$ cat src/rtl/conv_pkg.sv
// Shared helpers for the convolution datapath: tree sizing and tap-index mapping
// used by the MAC pipeline and the window generator.
package conv_pkg;

  function automatic int clog2(input int value);
    int r;
    int v;
    r = 0;
    v = value - 1;
    while (v > 0) begin
      r++;
      v = v >> 1;
    end
    return r;
  endfunction

  function automatic int tree_stages(input int taps);
    return clog2(taps);
  endfunction

  // Operand count entering adder-tree level 'level' (ceil(taps / 2^level)).
  function automatic int tree_width(input int taps, input int level);
    int w;
    w = taps;
    for (int i = 0; i < level; i++) w = (w + 1) / 2;
    return w;
  endfunction

  // Window tap paired with filter tap i; flip gives the 180-degree rotated kernel.
  function automatic int tap_src(input int i, input int taps, input logic flip);
    return flip ? (taps - 1 - i) : i;
  endfunction

endpackage

$ cat src/rtl/conv_adder_tree.sv
// Registered binary adder tree with valid/last/relu/bias sideband; one level per cycle.
// Assumes N >= 4 (K >= 2), so there are at least two levels.
module conv_adder_tree
  import conv_pkg::*;
#(
  parameter int N         = 9,
  parameter int ACC_WIDTH = 32
) (
  input  logic                   clk,
  input  logic                   rst,
  input  logic                   en,
  input  logic                   clear,
  input  logic                   in_valid,
  input  logic                   in_last,
  input  logic                   in_relu,
  input  logic [ACC_WIDTH-1:0]   in_bias,
  input  logic [N*ACC_WIDTH-1:0] in_data,
  output logic                   out_valid,
  output logic                   out_last,
  output logic                   out_relu,
  output logic [ACC_WIDTH-1:0]   out_bias,
  output logic [ACC_WIDTH-1:0]   out_sum
);

  localparam int TREE = tree_stages(N);

  logic [TREE-1:0]      vld;
  logic [TREE-1:0]      lst;
  logic [TREE-1:0]      relu_q;
  logic [ACC_WIDTH-1:0] bias_q [TREE];

  always_ff @(posedge clk or posedge rst) begin
    if (rst) begin
      vld <= '0;
      lst <= '0;
    end else if (clear) begin
      vld <= '0;
      lst <= '0;
    end else if (en) begin
      vld <= {vld[TREE-2:0], in_valid};
      lst <= {lst[TREE-2:0], in_last};
    end
  end

  // NOTE: pure data registers carry no reset; the valid bits alone decide whether they matter.
  always_ff @(posedge clk) begin
    if (en) begin
      relu_q    <= {relu_q[TREE-2:0], in_relu};
      bias_q[0] <= in_bias;
      for (int i = 1; i < TREE; i++) bias_q[i] <= bias_q[i-1];
    end
  end

  for (genvar l = 0; l < TREE; l++) begin : g_lvl
    localparam int IN_CNT  = tree_width(N, l);
    localparam int OUT_CNT = tree_width(N, l + 1);

    // Padded to an even count; the zero partner lets an odd spare operand pass through unchanged.
    logic [ACC_WIDTH-1:0] src [2*OUT_CNT];
    logic [ACC_WIDTH-1:0] sum [OUT_CNT];

    if (l == 0) begin : g_in
      // NOTE: every always_comb output gets a default first so no latch can be inferred.
      always_comb begin
        src = '{default: '0};
        for (int j = 0; j < IN_CNT; j++) src[j] = in_data[j*ACC_WIDTH +: ACC_WIDTH];
      end
    end else begin : g_prev
      always_comb begin
        src = '{default: '0};
        for (int j = 0; j < IN_CNT; j++) src[j] = g_lvl[l-1].sum[j];
      end
    end

    always_ff @(posedge clk) begin
      if (en) begin
        for (int j = 0; j < OUT_CNT; j++) sum[j] <= src[2*j] + src[2*j+1];
      end
    end
  end

  assign out_valid = vld[TREE-1];
  assign out_last  = lst[TREE-1];
  assign out_relu  = relu_q[TREE-1];
  assign out_bias  = bias_q[TREE-1];
  assign out_sum   = g_lvl[TREE-1].sum[0];

endmodule

$ cat src/rtl/conv_mac_pipe.sv
// KxK convolution MAC: product stage, registered adder tree, channel accumulator with
// bias and optional ReLU, ready/valid backpressure and synchronous flush.
module conv_mac_pipe
  import conv_pkg::*;
#(
  parameter int KERNEL_SIZE = 3,
  parameter int DATA_WIDTH  = 8,
  parameter int ACC_WIDTH   = 32,
  parameter bit SIGNED      = 1'b1
) (
  input  logic                                      clk,
  input  logic                                      rst,
  input  logic                                      flush_i,
  input  logic                                      win_valid_i,
  output logic                                      win_ready_o,
  input  logic                                      win_last_i,
  input  logic [KERNEL_SIZE*KERNEL_SIZE*DATA_WIDTH-1:0] win_data_i,
  input  logic [KERNEL_SIZE*KERNEL_SIZE*DATA_WIDTH-1:0] filt_data_i,
  input  logic                                      flip_i,
  input  logic                                      relu_en_i,
  input  logic [ACC_WIDTH-1:0]                      bias_i,
  output logic                                      out_valid_o,
  input  logic                                      out_ready_i,
  output logic [ACC_WIDTH-1:0]                      out_data_o
);

  localparam int N  = KERNEL_SIZE * KERNEL_SIZE;
  localparam int PW = 2 * DATA_WIDTH;

  logic stall;
  logic accept;

  assign stall       = out_valid_o & ~out_ready_i;
  assign win_ready_o = ~stall & ~flush_i;
  assign accept      = win_valid_i & win_ready_o;

  logic [N*ACC_WIDTH-1:0]   prod;
  logic [DATA_WIDTH-1:0]    w_tap;
  logic [DATA_WIDTH-1:0]    f_tap;
  logic signed [PW-1:0]     p_signed;
  logic [PW-1:0]            p_unsigned;

  always_comb begin
    prod       = '0;
    w_tap      = '0;
    f_tap      = '0;
    p_signed   = '0;
    p_unsigned = '0;
    for (int i = 0; i < N; i++) begin
      w_tap = win_data_i[tap_src(i, N, flip_i)*DATA_WIDTH +: DATA_WIDTH];
      f_tap = filt_data_i[i*DATA_WIDTH +: DATA_WIDTH];
      if (SIGNED) begin
        p_signed = PW'($signed(w_tap)) * PW'($signed(f_tap));
        prod[i*ACC_WIDTH +: ACC_WIDTH] = {{(ACC_WIDTH-PW){p_signed[PW-1]}}, p_signed};
      end else begin
        p_unsigned = PW'(w_tap) * PW'(f_tap);
        prod[i*ACC_WIDTH +: ACC_WIDTH] = {{(ACC_WIDTH-PW){1'b0}}, p_unsigned};
      end
    end
  end

  logic                   s0_valid;
  logic                   s0_last;
  logic                   s0_relu;
  logic [ACC_WIDTH-1:0]   s0_bias;
  logic [N*ACC_WIDTH-1:0] s0_prod;

  always_ff @(posedge clk or posedge rst) begin
    if (rst) begin
      s0_valid <= 1'b0;
      s0_last  <= 1'b0;
    end else if (flush_i) begin
      s0_valid <= 1'b0;
      s0_last  <= 1'b0;
    end else if (!stall) begin
      s0_valid <= accept;
      s0_last  <= accept & win_last_i;
    end
  end

  always_ff @(posedge clk) begin
    if (!stall && accept) begin
      s0_prod <= prod;
      s0_bias <= bias_i;
      s0_relu <= relu_en_i;
    end
  end

  logic                 t_valid;
  logic                 t_last;
  logic                 t_relu;
  logic [ACC_WIDTH-1:0] t_bias;
  logic [ACC_WIDTH-1:0] t_sum;

  conv_adder_tree #(
    .N         (N),
    .ACC_WIDTH (ACC_WIDTH)
  ) u_tree (
    .clk       (clk),
    .rst       (rst),
    .en        (~stall),
    .clear     (flush_i),
    .in_valid  (s0_valid),
    .in_last   (s0_last),
    .in_relu   (s0_relu),
    .in_bias   (s0_bias),
    .in_data   (s0_prod),
    .out_valid (t_valid),
    .out_last  (t_last),
    .out_relu  (t_relu),
    .out_bias  (t_bias),
    .out_sum   (t_sum)
  );

  logic [ACC_WIDTH-1:0] acc;
  logic [ACC_WIDTH-1:0] result;

  assign result = acc + t_sum + t_bias;

  // When not stalled the current result is either absent or being taken, so valid can drop
  // unconditionally and be re-raised by a new last beat in the same cycle.
  always_ff @(posedge clk or posedge rst) begin
    if (rst) begin
      acc         <= '0;
      out_valid_o <= 1'b0;
      out_data_o  <= '0;
    end else if (flush_i) begin
      acc         <= '0;
      out_valid_o <= 1'b0;
    end else if (!stall) begin
      out_valid_o <= 1'b0;
      if (t_valid) begin
        if (t_last) begin
          acc         <= '0;
          out_valid_o <= 1'b1;
          out_data_o  <= (SIGNED && t_relu && result[ACC_WIDTH-1]) ? '0 : result;
        end else begin
          acc <= acc + t_sum;
        end
      end
    end
  end

endmodule
$ cat config.mk
export PLATFORM = sky130hd
export DESIGN_NAME = conv_mac_pipe
export DESIGN_NICKNAME = d
export VERILOG_FILES = /design/src/rtl/conv_pkg.sv /design/src/rtl/conv_adder_tree.sv /design/src/rtl/conv_mac_pipe.sv
export SDC_FILE = /design/constraint.sdc
export NUM_CORES = 2
export LEC_CHECK = 0
export BUFFER_PORTS_ARGS = -buffer_cell sky130_fd_sc_hd__buf_2
export CORE_AREA = 4 4 358 360
export CTS_CLUSTER_SIZE = 16
export DETAILED_ROUTE_END_ITERATION = 8
export DIE_AREA = 0 0 362 364
export GPL_ROUTABILITY_DRIVEN = 0
export PLACE_DENSITY = 0.6
export SYNTH_ARGS = -nofsm -noshare
export SYNTH_HDL_FRONTEND = slang
export SYNTH_SLANG_ARGS = --single-unit
export TNS_END_PERCENT = 1
$ cat constraint.sdc
create_clock -name clk -period 18.7 [get_ports clk]
set_clock_uncertainty 0.1 [all_clocks]
set_input_delay 0.935 -clock clk [delete_from_list [all_inputs] [get_ports clk]]
set_output_delay 0.935 -clock clk [all_outputs]
set_load 0.005 [all_outputs]
# ---- Yosys cells after proc, flatten, opt, wreduce, memory -nomap -nowiden
# Memory sizes are Yosys's and may differ from the RTL's.
# Cells that the tools add are included.
dict set report word_totals {
  ff_bits 384
  mem_bits_rw 480
  input_bits 184
  output_inout_bits 34
  wordCells 83
  mem_count 5
}
# name words word_bits rd rd_ports_with_merged_regs wr line
set mem_list {}
lappend mem_list {{u_tree.g_lvl[0].sum} 5 32 5 0 5 conv_adder_tree.sv:60} ;# logic [ACC_WIDTH-1:0] sum [OUT_CNT];
lappend mem_list {u_tree.bias_q 4 32 4 0 4 conv_adder_tree.sv:30} ;# logic [ACC_WIDTH-1:0] bias_q [TREE];
lappend mem_list {{u_tree.g_lvl[1].sum} 3 32 3 0 3 conv_adder_tree.sv:60}
lappend mem_list {{u_tree.g_lvl[2].sum} 2 32 2 0 2 conv_adder_tree.sv:60}
lappend mem_list {{u_tree.g_lvl[3].sum} 1 32 1 0 1 conv_adder_tree.sv:60}
dict set report classes {
  addsub 10
  n_mul 9
  eq_ne 1
  n_shift 8
  n_mux 26
  bitwise 7
  reduce_logical 6
}
# operator n
set ops {}
lappend ops {{$shiftx 72x7->8} 6}
lappend ops {{$add 32x32->32} 10}
lappend ops {{$mux 32} 5}
lappend ops {{$mul 8x8->16} 9}
lappend ops {{$shiftx 72x8->8} 2}
lappend ops {{$mux 4} 6}
lappend ops {{$mux 3} 6}
lappend ops {{$mux 1} 9}
lappend ops {{$and 1x1->1} 4}
lappend ops {{$reduce_and 4->1} 1}
lappend ops {{$not 1->1} 3}
lappend ops {{$logic_and 1x1->1} 2}
lappend ops {{$ne 2x2->1 const B} 1}
lappend ops {{$reduce_and 2->1} 1}
lappend ops {{$reduce_bool 2->1} 1}
lappend ops {{$logic_not 1->1} 1}

# ---- Depth between registers and ports, before layout
dict set report depth {
  depth_word 8
  mapped_depth 24
  depth_no_buf 23
}

# ---- Hierarchy
# A second synthesis with hierarchy kept.
dict set report hier_totals {
  hier_cells 5617
  hier_area_um2 60951.0
}
# mod instances cells_each area_per_inst_um2 seq_area_each_um2
set by_module_without_submodules {}
lappend by_module_without_submodules {conv_mac_pipe 1 3342 33465.8 6991.7}
lappend by_module_without_submodules {conv_adder_tree 1 2275 27485.1 14734.1}

# ---- Least setup slack after synthesis
# No wires, ideal clock.
dict set report synth_path {
  path_type {input -> register}
  startpoint {input port out_ready_i}
  endpoint {register out_valid_o}
  setup_time_ns 0.680
  arrival_ns 13.414
  required_time_ns 17.920
  slack_ns 4.507
  stages 4
  path_buffers 1
  path_cell_list {nor2b_1 > inv_1 > clkbuf_1 > o21ai_0}
}
dict set report synth_via {
  elab_chain_cells 3
}
# element line
set synth_rtl {}
lappend synth_rtl {{start, declared} conv_mac_pipe.sv:23} ;# input logic out_ready_i,
lappend synth_rtl {{$not 1->1} conv_mac_pipe.sv:33} ;# assign stall = out_valid_o & ~out_ready_i;
lappend synth_rtl {{$and 1x1->1} conv_mac_pipe.sv:33}
lappend synth_rtl {{$ne 2x2->1 (no source line)} --}
lappend synth_rtl {{end signal, assigned} conv_mac_pipe.sv:125} ;# out_valid_o <= 1'b0;
lappend synth_rtl {{end signal, assigned} conv_mac_pipe.sv:129} ;# out_valid_o <= 1'b0;
lappend synth_rtl {{end signal, assigned} conv_mac_pipe.sv:131} ;# out_valid_o <= 1'b0;
lappend synth_rtl {{end, declared} conv_mac_pipe.sv:22} ;# output logic out_valid_o,
# Every way passes these cells.
# A chain may end at the register's enable or synchronous reset.

# ---- Worst setup path after layout
dict set report layout_path {
  startpoint {input port flip_i}
  endpoint {register s0_prod[127], data pin}
}
dict set report layout_via {
  elab_chain_cells 3
}
# element line
set layout_rtl {}
lappend layout_rtl {{start, declared} conv_mac_pipe.sv:19} ;# input logic flip_i,
lappend layout_rtl {{$mux 3} conv_pkg.sv:31} ;# return flip ? (taps - 1 - i) : i;
lappend layout_rtl {{$shiftx 72x7->8} conv_mac_pipe.sv:50} ;# w_tap = win_data_i[tap_src(i, N, flip_i)*DATA_WIDTH +: DATA_WIDTH];
lappend layout_rtl {{$mul 8x8->16} conv_mac_pipe.sv:53} ;# p_signed = PW'($signed(w_tap)) * PW'($signed(f_tap));
lappend layout_rtl {{named net prod[111]} conv_mac_pipe.sv:37} ;# logic [N*ACC_WIDTH-1:0] prod;
lappend layout_rtl {{end signal, assigned} conv_mac_pipe.sv:83} ;# s0_prod <= prod;
lappend layout_rtl {{end, declared} conv_mac_pipe.sv:66} ;# logic [N*ACC_WIDTH-1:0] s0_prod;
# The timed path passes the listed nets, and every way through them passes these cells.

==> qor.yml <==
run_status:
  status: "completed"
detailed_routing:
  drtPass1Iterations: 5
  drc: 0
  antenna_left: 0
  vias_per_cell: 5.02
  drt_iter0_markers: 1840
  avgRoutedWirePerCell_um: 16.7
  routed_wl_um: 117000
  via_count: 35200
timing:
  setup_slack_ns: 12.30
  period_minus_slack_ns: 6.40
  setup_viol: 0
  tns_ns: 0
  tightest_slew_ns: 1.25
  hold_violations: 0
  hold_slack_ns: 0.290
  maxSlewHeadroom_pct: 16.6
  rsz0062_at_grt: "false"
  finalMaxSlewViolations: 0
  finalCritPeriodShare_pct: 34.3
  fmax_ghz: 0.156
run:
  cap_viol_max_count: 0
worst_setup_path:
  critPathCaptureType: "register"
  worstPathCellList: "buf_4, buf_4, mux2i_1, nand2b_1, fa_1, fa_1, inv_1, fa_1, inv_1, fa_1, inv_1, ha_1, inv_1, o21ai_0, a21oi_1, nand2b_1, a21boi_0, nor3_1, nor2_1, o41ai_1, xnor2_1"
  start_kind: "primary input"
  required_ns: 18.97
  cp_slowest_cell: "mux2i_1"
  cpPeakStageDelay_ns: 0.91
  crit_type: "primary input to register"
  path_buf_inv: 6
  regToRegSetupSlack_ns: 12.53
  cp_max_fo: 62
  cp.arrival_ns: 6.67
  path_delay_family: "adder cells"
yosys:
  synthFlopType: "edfxtp_1"
  syn-num-nets: 6243
  seq_area_frac_synth_pct: 36.4
  yosys_warnings: 0
  post_synth.cell_area_avg_sq_um: 11.1
  synth.cell_area_sq_mm: 0.0558
  synth_edf_count: 613
  synth_seq_cells: 688
  syn_inst: 5034
  synthArstFlopShare_pct: 10.9
  ys_types: 80
grt:
  grt_pass1_wl_um: 193000
  use_met1_pct: 23.9
  met3_usage_pct: 2.12
  grt_use_met2_pct: 32.3
  grt_pass1_vias: 36800
  overflow: 0
  antenna_found_initial: 5
  globalRouteTotalUtil_pct: 18.1
  busiest_layer: "met2"
  grt_max_degree: 191
cts:
  path_clk_slew_ns: 0.06
  clock_sinks: 688
  cts_setup_buffers: 0
  cts_buffers: 77
  cts_buffer_depth: 3
  clk_latency_ns: 0.65
  cts_resized: 0
  htreeDepth: 3
  cts_root_buf: "clkbuf_16"
  hold_buffers: 0
  cts_tree: "done"
finish:
  layout_common_cells: "inv_1, edfxtp_1, fa_1, ha_1, nor2b_1"
  layout_commonest_cell: "inv_1"
  drive_gt1_share_pct: 7.66
  fillers: 11500
  nets: 6495
  area_delta_synth_final_pct: 10.0
placement:
  port_buffers: 217
  dp_hpwl_um: 93500
  place_ws_ns: 11.59
power_and_ir_drop:
  powerDensity_mw_per_mm2: 171
  power_leakage_nw: 27.7
  ir_worst_vdd_v: 0.0000860
floorplanning:
  rows: 130
  die_w_um: 362
  die-area_sq_mm: 0.132
  core_area_sq_mm: 0.125
  die_h_um: 364
  initial_core_util_pct: 44.6
  io_pins: 218
hold_path:
  hold_class: "register to register"
-- kinds of logic after synthesis --
family	count (synthesis)	share of synthesized area, %
muxes	69	1.29
xor gates and xnor gates	349	5.51
adders and majority gates	1025	29.9
DFF	688	36.4
and+or+nand+nor	1202	11.2
buffers and inverters	838	5.68
AOI/OAI and AO/OA	863	10.1
-- layer usage --
metal | vias to the layer above | wire length (um)
met2 | 440 | 58500
li1 | 17500 | -
met5 | - | 13
met1 | 17100 | 53000
met3 | 131 | 3170
met4 | 2 | 2010
-- where the power goes --
part	total [mW]	switching (mW)	leakage, nW	internal (mW)
Combinational	6.13	3.43	19.2	2.70
Clock	1.51	0.638	1.23	0.868
Sequential	2.88	0.244	7.35	2.63
Total	10.5	4.31	27.7	6.21
-- registers in the layout, summed over array words and instances, names as in the netlist --
name	count
acc	32
s0_bias	32
s0_relu	1
u_tree.lst	4
s0_valid	1
out_valid_o	1
u_tree.bias_q	128
u_tree.vld	4
s0_prod	144
u_tree.g_lvl.sum	304
u_tree.relu_q	4
out_data_o	32
s0_last	1
-- final timing paths --
check / from / endpoint / cells after the start
hold reg to reg: s0_bias[25]$_DFFE_PP_ / u_tree.bias_q[0][25]$_DFFE_PN_ / 0
setup / recovery: flip_i / s0_prod[127]$_DFFE_PP_ / 21
hold / removal: s0_bias[25]$_DFFE_PP_ / u_tree.bias_q[0][25]$_DFFE_PN_ / 0
min in group asynchronous: rst / out_data_o[3]$_DFFE_PP0P_ / 3
max in group asynchronous: rst / acc[22]$_DFFE_PP0P_ / 3
setup reg to reg: u_tree.g_lvl[3].sum[0][0]$_DFFE_PN_ / out_data_o[10]$_DFFE_PP0P_ / 21
-- synthesized netlist by cell type (8+ instances only) --
master,number,share of area (%)
inv_1,786,5.3
edfxtp_1,613,33
fa_1,513,18
ha_1,512,11
nor2b_1,283,3.2
xnor2_1,273,4.3
nand2_1,250,1.7
a21oi_1,241,2.2
nor2_1,232,1.6
o21ai_0,183,1.6
and2_1,154,1.7
nand2b_1,127,1.4
a21o_1,113,1.5
dfrtp_1,75,3.4
xor2_1,75,1.2
mux2i_1,46,0.83
nand3_1,45,0.40
clkbuf_1,42,0.28
nor3_1,42,0.38
o21a_1,40,0.54
o21bai_1,39,0.53
o31ai_1,36,0.48
a22o_1,32,0.50
a21boi_0,31,0.42
a211oi_1,24,0.32
a31oi_1,24,0.27
mux2_2,23,0.46
and3_1,16,0.18
nand4_1,14,0.16
or2_2,14,0.16
o211ai_1,11,0.15
or3_1,9,0.10
o31a_1,8,0.13
o41ai_1,8,0.13
-- through the flow --
step / total power, mW / instances / area (sq um) / util [%]
final: 10.5 / 7002 / 61400 / 49.1
after global routing: 11.6 / 7000 / 61400 / 49.1
after CTS: 10.6 / 7000 / 61400 / 49.1
after detailed placement: 9.06 / 6857 / 58800 / 47.0
after global placement: 8.96 / 6857 / 58800 / 47.0
after floorplan: 7.59 / 5034 / 55800 / -
-- area by class of cell --
class | instances | area, sq um | share of cell area [%]
multi-input combinational | 3508 | 32300 | 52.7
clock inverter | 46 | 531 | 0.865
inverter | 786 | 2960 | 4.82
sequential | 688 | 20300 | 33.1
antenna | 2 | 5.00 | 0.00816
tap | 1650 | 2060 | 3.36
timing repair buffer | 225 | 1160 | 1.89
clock buffer | 97 | 2020 | 3.30
(Power assumes the default switching activity.)
